File: config.mk
export PLATFORM = sky130hd
export DESIGN_NAME = mbtrain_repair_responder
export DESIGN_NICKNAME = d
export VERILOG_FILES = /design/src/rtl/mbtrain_repair_responder.sv
export SDC_FILE = /design/constraint.sdc
export NUM_CORES = 1
export LEC_CHECK = 0
export ABC_AREA = 1
export BUFFER_PORTS_ARGS = -buffer_cell sky130_fd_sc_hd__buf_2
export CORE_MARGIN = 4
export CORE_UTILIZATION = 39
export CTS_CLUSTER_SIZE = 14
export DETAILED_ROUTE_END_ITERATION = 6
export GPL_ROUTABILITY_DRIVEN = 0
export HOLD_SLACK_MARGIN = 0.05
export SLEW_MARGIN = 20
export SYNTH_ARGS = -nofsm -noshare
export SYNTH_HDL_FRONTEND = slang
export SYNTH_SLANG_ARGS = --single-unit
File: constraint.sdc
create_clock -name clk -period 1.7 [get_ports clk]
set_clock_uncertainty 0.1 [all_clocks]
set_input_delay 0.34 -clock clk [delete_from_list [all_inputs] [get_ports clk]]
set_output_delay 0.34 -clock clk [all_outputs]
set_load 0.01 [all_outputs]
File: src/rtl/mbtrain_repair_responder.sv
// Partner-side responder for the MBTRAIN REPAIR handshake: answers the
// init / apply-degrade / end requests, latches the partner lane status
// carried by the degrade request, and guards every wait with a timeout.
module mbtrain_repair_responder #(
  parameter logic [3:0]  MSG_INIT_REQ     = 4'd1,
  parameter logic [3:0]  MSG_INIT_RESP    = 4'd2,
  parameter logic [3:0]  MSG_DEGRADE_REQ  = 4'd3,
  parameter logic [3:0]  MSG_DEGRADE_RESP = 4'd4,
  parameter logic [3:0]  MSG_END_REQ      = 4'd5,
  parameter logic [3:0]  MSG_END_RESP     = 4'd6,
  parameter logic [15:0] TIMEOUT_CYCLES   = 16'd8000
) (
  input  logic       clk,
  input  logic       rst,
  input  logic       i_en,
  input  logic [3:0] i_sideband_message,
  input  logic       i_sideband_valid,
  input  logic [2:0] i_sideband_data_lanes_encoding,
  input  logic       i_falling_edge_busy,
  output logic       o_valid,
  output logic [3:0] o_sideband_message,
  output logic       o_remote_partner_first_8_lanes_result,
  output logic       o_remote_partner_second_8_lanes_result,
  output logic       o_test_ack,
  output logic       o_timeout
);

  typedef enum logic [2:0] {
    S_IDLE,
    S_WAIT_INIT,
    S_SEND_INIT,
    S_WAIT_DEGRADE,
    S_SEND_DEGRADE,
    S_WAIT_END,
    S_SEND_END,
    S_DONE
  } state_t;

  localparam logic [15:0 ] W_LAST = TIMEOUT_CYCLES - 16'd1;

  state_t      r_state;
  state_t      w_next;
  logic [15:0] r_cnt;
  logic        r_valid;
  logic [3:0]  r_msg;
  logic        r_first;
  logic        r_second;
  logic        r_timeout;

  logic        w_in_wait;
  logic        w_expired;
  logic        w_strobe;
  logic [3:0]  w_resp;
  logic        w_latch;
  logic        w_set_timeout;
  logic        w_busy_done;

  assign w_expired   = (r_cnt == W_LAST);
  // The strobe cycle is the first cycle in SEND_x; a busy pulse then is stale.
  assign w_busy_done = i_falling_edge_busy && !r_valid;

  // Next-state decode, response selection and timeout detection.
  always_comb begin
    w_next        = r_state;
    w_in_wait     = 1'b0;
    w_strobe      = 1'b0;
    w_resp        = '0;
    w_latch       = 1'b0;
    w_set_timeout = 1'b0;
    case (r_state)
      S_IDLE: w_next = S_WAIT_INIT;
      S_WAIT_INIT: begin
        w_in_wait = 1'b1;
        if (i_sideband_valid && i_sideband_message == MSG_INIT_REQ) begin
          w_next   = S_SEND_INIT;
          w_strobe = 1'b1;
          w_resp   = MSG_INIT_RESP;
        end else if (w_expired) begin
          w_next        = S_DONE;
          w_set_timeout = 1'b1;
        end
      end
      S_SEND_INIT: if (w_busy_done) w_next = S_WAIT_DEGRADE;
      S_WAIT_DEGRADE: begin
        w_in_wait = 1'b1;
        if (i_sideband_valid && i_sideband_message == MSG_DEGRADE_REQ) begin
          w_next   = S_SEND_DEGRADE;
          w_strobe = 1'b1;
          w_resp   = MSG_DEGRADE_RESP;
          w_latch  = 1'b1;
        end else if (w_expired) begin
          w_next        = S_DONE;
          w_set_timeout = 1'b1;
        end
      end
      S_SEND_DEGRADE: if (w_busy_done) w_next = S_WAIT_END;
      S_WAIT_END: begin
        w_in_wait = 1'b1;
        if (i_sideband_valid && i_sideband_message == MSG_END_REQ) begin
          w_next   = S_SEND_END;
          w_strobe = 1'b1;
          w_resp   = MSG_END_RESP;
        end else if (i_sideband_valid && i_sideband_message == MSG_DEGRADE_REQ) begin
          w_next   = S_SEND_DEGRADE;
          w_strobe = 1'b1;
          w_resp   = MSG_DEGRADE_RESP;
          w_latch  = 1'b1;
        end else if (w_expired) begin
          w_next        = S_DONE;
          w_set_timeout = 1'b1;
        end
      end
      S_SEND_END: if (w_busy_done) w_next = S_DONE;
      S_DONE: w_next = S_DONE;
      default: w_next = S_IDLE;
    endcase
    if (!i_en) begin
      w_next        = S_IDLE;
      w_strobe      = 1'b0;
      w_resp        = '0;
      w_latch       = 1'b0;
      w_set_timeout = 1'b0;
    end
  end

  // State, wait counter, response strobe, lane status and sticky timeout.
  always_ff @(posedge clk) begin
    if (rst) begin
      r_state   <= S_IDLE;
      r_cnt     <= '0;
      r_valid   <= 1'b0;
      r_msg     <= '0;
      r_first   <= 1'b0;
      r_second  <= 1'b0;
      r_timeout <= 1'b0;
    end else begin
      r_state <= w_next;
      r_cnt   <= (w_in_wait && w_next == r_state) ? r_cnt + 16'd1 : '0;
      r_valid <= w_strobe;
      r_msg   <= w_strobe ? w_resp : '0;
      if (w_latch) begin
        r_first  <= (i_sideband_data_lanes_encoding == 3'b011) ||
                    (i_sideband_data_lanes_encoding == 3'b001);
        r_second <= (i_sideband_data_lanes_encoding == 3'b011) ||
                    (i_sideband_data_lanes_encoding == 3'b010);
      end
      if (!i_en)              r_timeout <= 1'b0;
      else if (w_set_timeout) r_timeout <= 1'b1;
    end
  end

  assign o_valid                                = r_valid;
  assign o_sideband_message                     = r_msg;
  assign o_remote_partner_first_8_lanes_result  = r_first;
  assign o_remote_partner_second_8_lanes_result = r_second;
  assign o_test_ack                             = (r_state == S_DONE) && !r_timeout;
  assign o_timeout                              = r_timeout;

endmodule

Word level (Yosys, flattened, before mapping)
Index checks and enable logic that the tools add are counted.
{ "op_classes": {"add_sub_neg": 1, "n_mul": 0, "div_mod_pow": 0, "order_cmp": 0, "n_eq_ne": 15, "shifts": 0, "n_mux": 28, "n_bitwise": 3, "n_reduce_logical": 15} }
{ "ops": {"columns": ["operator", "n"], "rows": [
  ["2-to-1 mux 3 bit", 10],
  ["one-hot mux 3 bit (8 select lines)", 1],
  ["adder 16 x 1 -> 16 bit, second input constant", 1],
  ["== test 16 x 13 -> 1 bit, second input constant", 1],
  ["== test 3 x 2 -> 1 bit, second input constant", 4],
  ["== test 3 bit, second input constant", 4],
  ["2-to-1 mux 1 bit", 12],
  ["one-hot mux 3 bit (3 select lines)", 1],
  ["== test 3 x 1 -> 1 bit, second input constant", 2],
  ["logical AND 1 bit", 6],
  ["one-hot mux 1 bit (3 select lines)", 2],
  ["OR reduction 3 bit", 2],
  ["== test 4 x 1 -> 1 bit, second input constant", 1],
  ["== test 4 x 2 -> 1 bit, second input constant", 1],
  ["== test 4 x 3 -> 1 bit, second input constant", 1],
  ["OR reduction 2 bit", 2],
  ["== test 3 bit", 1],
  ["logical NOT 3 bit", 1],
  ["inverter 1 bit", 3],
  ["logical NOT 1 bit", 2],
  ["logical OR 1 bit", 2],
  ["2-to-1 mux 2 bit", 1],
  ["one-hot mux 1 bit (2 select lines)", 1]
]} }
{ "totals": {"regBits": 27, "latchBits": 0, "ramBits": 0, "mem_bits_ro": 0, "in_bits": 12, "out_inout_bits": 9, "word_cells": 69, "memories": 0} }

Longest topological paths before layout
{ "depth": {"depth_word": 10, "ltp_mapped": 14, "ltp_nobuf": 13} }

Worst setup path before layout
OpenSTA, ideal clock, no wires.
{ "synth_timing": {"path_type": "reg2reg", "startpoint": "reg r_cnt[0]", "endpoint": "reg r_cnt[13]", "t_arrival_ps": 1484, "setup_slack_ps": -4, "path_stages_with_launch": 12, "path_buffers": 1, "period_less_slack_ps": 1704, "cell_sequence": "dfxtp_1 > ha_1 > nand3_1 > nor2_1 > nand2_1 > nor2_1 > nor2_1 > nand2_1 > nand3_1 > nand4_4 > buf_12 > nor2_4"} }
{ "synth_between": {"elab_chain_cells": 10} }
{ "synth_lines": {"columns": ["element", "line_no", "rtl"], "rows": [
  ["start: declaration", "43", "logic [15:0] r_cnt;"],
  ["start signal: assignment", "138", "r_cnt <= (w_in_wait && w_next == r_state) ? r_cnt + 16'd1 : '0;"],
  ["== test 16 x 13 -> 1 bit", "58", "assign w_expired = (r_cnt == W_LAST);"],
  ["2-to-1 mux 3 bit", "78, 91, 108", null],
  ["2-to-1 mux 3 bit", "103", "end else if (i_sideband_valid && i_sideband_message == MSG_DEGRADE_REQ) begin"],
  ["2-to-1 mux 3 bit", "99", "if (i_sideband_valid && i_sideband_message == MSG_END_REQ) begin"],
  ["one-hot mux 3 bit (8 select lines)", "70", "case (r_state)"],
  ["2-to-1 mux 3 bit", "117", "if (!i_en) begin"],
  ["== test 3 bit", "138", null],
  ["logical AND 1 bit", "138", null],
  ["inverter 1 bit (no line)", null, null],
  ["OR reduction 2 bit (no line)", null, null]
]} }
Parallel ways exist; a longest one is shown, timed or not.
A chain may end at the register's enable or synchronous reset.

Worst setup path after layout
{ "layout_timing": {"startpoint": "reg r_state[1]", "endpoint": "reg r_cnt[11]"} }
{ "layout_between": {"elab_chain_cells": 9} }
{ "layout_lines": {"columns": ["element", "line_no", "rtl"], "rows": [
  ["start: declaration", "41", "state_t r_state;"],
  ["start signal: assignment", "137", "r_state <= w_next;"],
  ["2-to-1 mux 3 bit", "78, 91, 108", null],
  ["2-to-1 mux 3 bit", "103", null],
  ["2-to-1 mux 3 bit", "99", null],
  ["one-hot mux 3 bit (8 select lines)", "70", null],
  ["2-to-1 mux 3 bit", "117", null],
  ["== test 3 bit", "138", null],
  ["logical AND 1 bit (*)", "138", null],
  ["inverter 1 bit (no line) (*)", null, null],
  ["OR reduction 2 bit (no line) (*)", null, null]
]} }
Every way passes the cells marked *; elsewhere a longest branch is shown, timed or not.

==> impl_metrics.tcl <==
set metrics [dict create \
    status "finished with violations" \
    violations "setup timing" \
    drc 0 \
    final-setup-viol-count 16 \
    crit_path_top_delay_cell "dfxtp_2" \
    stdcell_area_mm2 0.00205 \
    synth_area_per_cell_um2 7.54 \
    timing.final.crit_share 1.01 \
    cts.sinks 25 \
    clk_path_buf_depth 2 \
    hold_depth 2 \
    drt_first_pass_iters 4 \
    stdcell_count 295 \
    drv_cap 0 \
    n_antenna_cell 0 \
    synth-main-ff-cell "dfxtp_1" \
    rsz0062_at_grt "yes" \
    setup_ws_ns -0.0171 \
    clk_transition_reported_paths_ns 0.09 \
    arrival_ns 1.83 \
    synthesis.area_mm2 0.00143 \
    cp.required_ns 1.82 \
    tns_ns -0.158 \
    seq_area_frac_synth 0.351 \
    cp_cell_sequence "inv_2 -> nand2_2 -> nor2_1 -> nand2_1 -> nand2_1 -> nor2_1 -> nand2_2 -> nand2_2 -> nand2_2 -> nand2_2 -> nand4_4 -> buf_12 -> nor2_4" \
    synth_edf_count 0 \
    finalHoldViolCount 0 \
    core_mm2 0.00344 \
    reg2reg_from "r_state[1]" \
    synth_cell_types 29 \
    critPathMaxFanout 5 \
    track_usage 0.147 \
    portBuffers 18 \
    grt_overflow 0 \
    rr_worst_depth 13 \
    end_kind "register" \
    r2r_setup_slack_ns -0.02 \
    fp.dieW_um 68.5 \
    dp_cells 285 \
    ant_nets 0 \
    final_cell_mix "buf_4 (39), nand2_1 (30), inv_1 (24)" \
    holdCritStartpoint "rst" \
    detailroute.via_count 1311 \
    areaGrowthSynthToFinish_pct 43.7 \
    drive_gt1_frac 0.502 \
    wl_per_cell_um 10.3 \
    slew_violations 0 \
    nets 263 \
    htreeDepth 1 \
    cts_tree "built" \
    grt_pass1_vias 1258 \
    rows 21 \
    power_density_mw_per_mm2 508 \
    cp-start-kind "register" \
    clock.fmax_mhz 582 \
    dp_slack_ns -0.108 \
    num_io_pins 21 \
    crit_type "reg2reg" \
    grt_max_degree 15 \
    critPathMaxStageDelay_ns 0.38 \
    grt_pass1_wl_um 5220 \
    die_y_um 68.5 \
    final_common_cell "buf_4" \
    cp_common_cell "nand2_2" \
    min_period_ns 1.72 \
    ir_drop_mv 0.292 \
    power_leakage_nw 0.898 \
    die_area_mm2 0.00469 \
    ys_ff_latch 25 \
    vias_per_cell 4.44 \
    worstHoldEndpoint "r_state[1]" \
    dpl.hpwl_um 2290 \
    start_util 0.414 \
    worstReg2RegEnd "r_cnt[11]" \
    synth_cells 189 \
    routed_wl_um 3030 \
    synthArstFlopShare 0 \
    clkLatencyLatePin_ns 0.27 \
    ys_warn_count 0 \
    post-route-util 0.595 \
    ctsRootBufferMaster "clkbuf_8" \
    drtIter0Drc 53 \
    antenna_found_initial 0 \
    placed_cell_area_mm2 0.00184 \
    hp-class "in2reg" \
    cts_made_buffers 3 \
]
## per-stage QoR
stage          power [W]  hold WS (ns)
3_3_place_gp    0.000691         0.354
4_1_cts          0.00105         0.197
5_1_grt          0.00109         0.212
6_report         0.00104         0.199
3_5_place_dp    0.000691         0.357
2_1_floorplan   0.000658         0.309
## cell usage after synthesis (2+ instances only)
cell type,count,area share
a21oi_1,7,0.025
buf_4,2,0.011
dfxtp_1,25,0.35
inv_1,25,0.066
inv_2,2,0.0053
nand2_1,35,0.092
nand2_2,7,0.031
nand3_1,11,0.039
nand3_2,3,0.021
nand4_1,4,0.018
nor2_1,28,0.074
nor2_2,2,0.0088
nor2_4,10,0.079
xnor2_1,5,0.031
xor2_1,9,0.055
## registers in the layout (all words and copies together), names as in the netlist
register and count:
r_cnt 16, r_state 3, o_sideband_message 2, o_remote_partner_first_8_lanes_result 1, o_remote_partner_second_8_lanes_result 1, o_timeout 1
o_valid 1
## power by group
| group | internal [W] | switching [W] | total [W] |
|---|---|---|---|
| Sequential | 0.000585 | 0.00000272 | 0.000588 |
| Clock | 0.000164 | 0.000191 | 0.000356 |
| Combinational | 0.0000403 | 0.0000556 | 0.0000959 |
## cell families (layout without fill, tap and decap cells)
logic type	count (synthesis)	after routing	share of synthesized area
simple gates	105	105	0.398
flops	25	25	0.351
fa+ha+maj	1	1	0.00878
buf+inv	32	91	0.109
compound gates	11	11	0.0448
xor+xnor	14	14	0.0860
other cells	1	2	0.00263
## critical path: cells and delay by family, from the launching register on
kind          cells  cell delay (ns)
flops             1             0.38
simple gates     11             0.93
buf+inv           2             0.26
## what timing repair did
item / CTS / global route
setup endpoints to repair: 17 / 18
hold buffers: 0 / 0
gates resized for setup: 14 / 25
buffers inserted: 5 / 1
pin swaps: 5 / 10
## final cells by class
| type | instances | area [µm²] |
|---|---|---|
| clock buffers | 3 | 41.3 |
| clock inverters | 1 | 5.00 |
| fillers | 326 | 1390 |
| inverters | 27 | 101 |
| multi-input cells | 133 | 883 |
| flip-flops and latches | 25 | 517 |
| well taps | 46 | 57.6 |
| repair buffers | 60 | 443 |
## worst max path at each step
stage,slack (ns),endpoint,startpoint
6_report,-0.02,r_cnt[11],r_state[1]
5_1_grt,-0.13,r_cnt[10],r_cnt[12]
4_1_cts,-0.002,r_cnt[10],r_cnt[1]
3_5_place_dp,-0.11,r_cnt[10],i_sideband_message[1]
3_3_place_gp,-0.08,r_cnt[15],i_sideband_message[1]
2_1_floorplan,0.01,r_cnt[13],r_cnt[0]
## layer usage
layer  up-vias  wire, µm  global-route usage
li1        700         -                   -
met1       582      1500               0.203
met2        21      1340               0.218
met3         8       104              0.0263
met4         0        85              0.0744
met5         -         0                   0
Note: power is estimated with default switching activity, not from simulation.
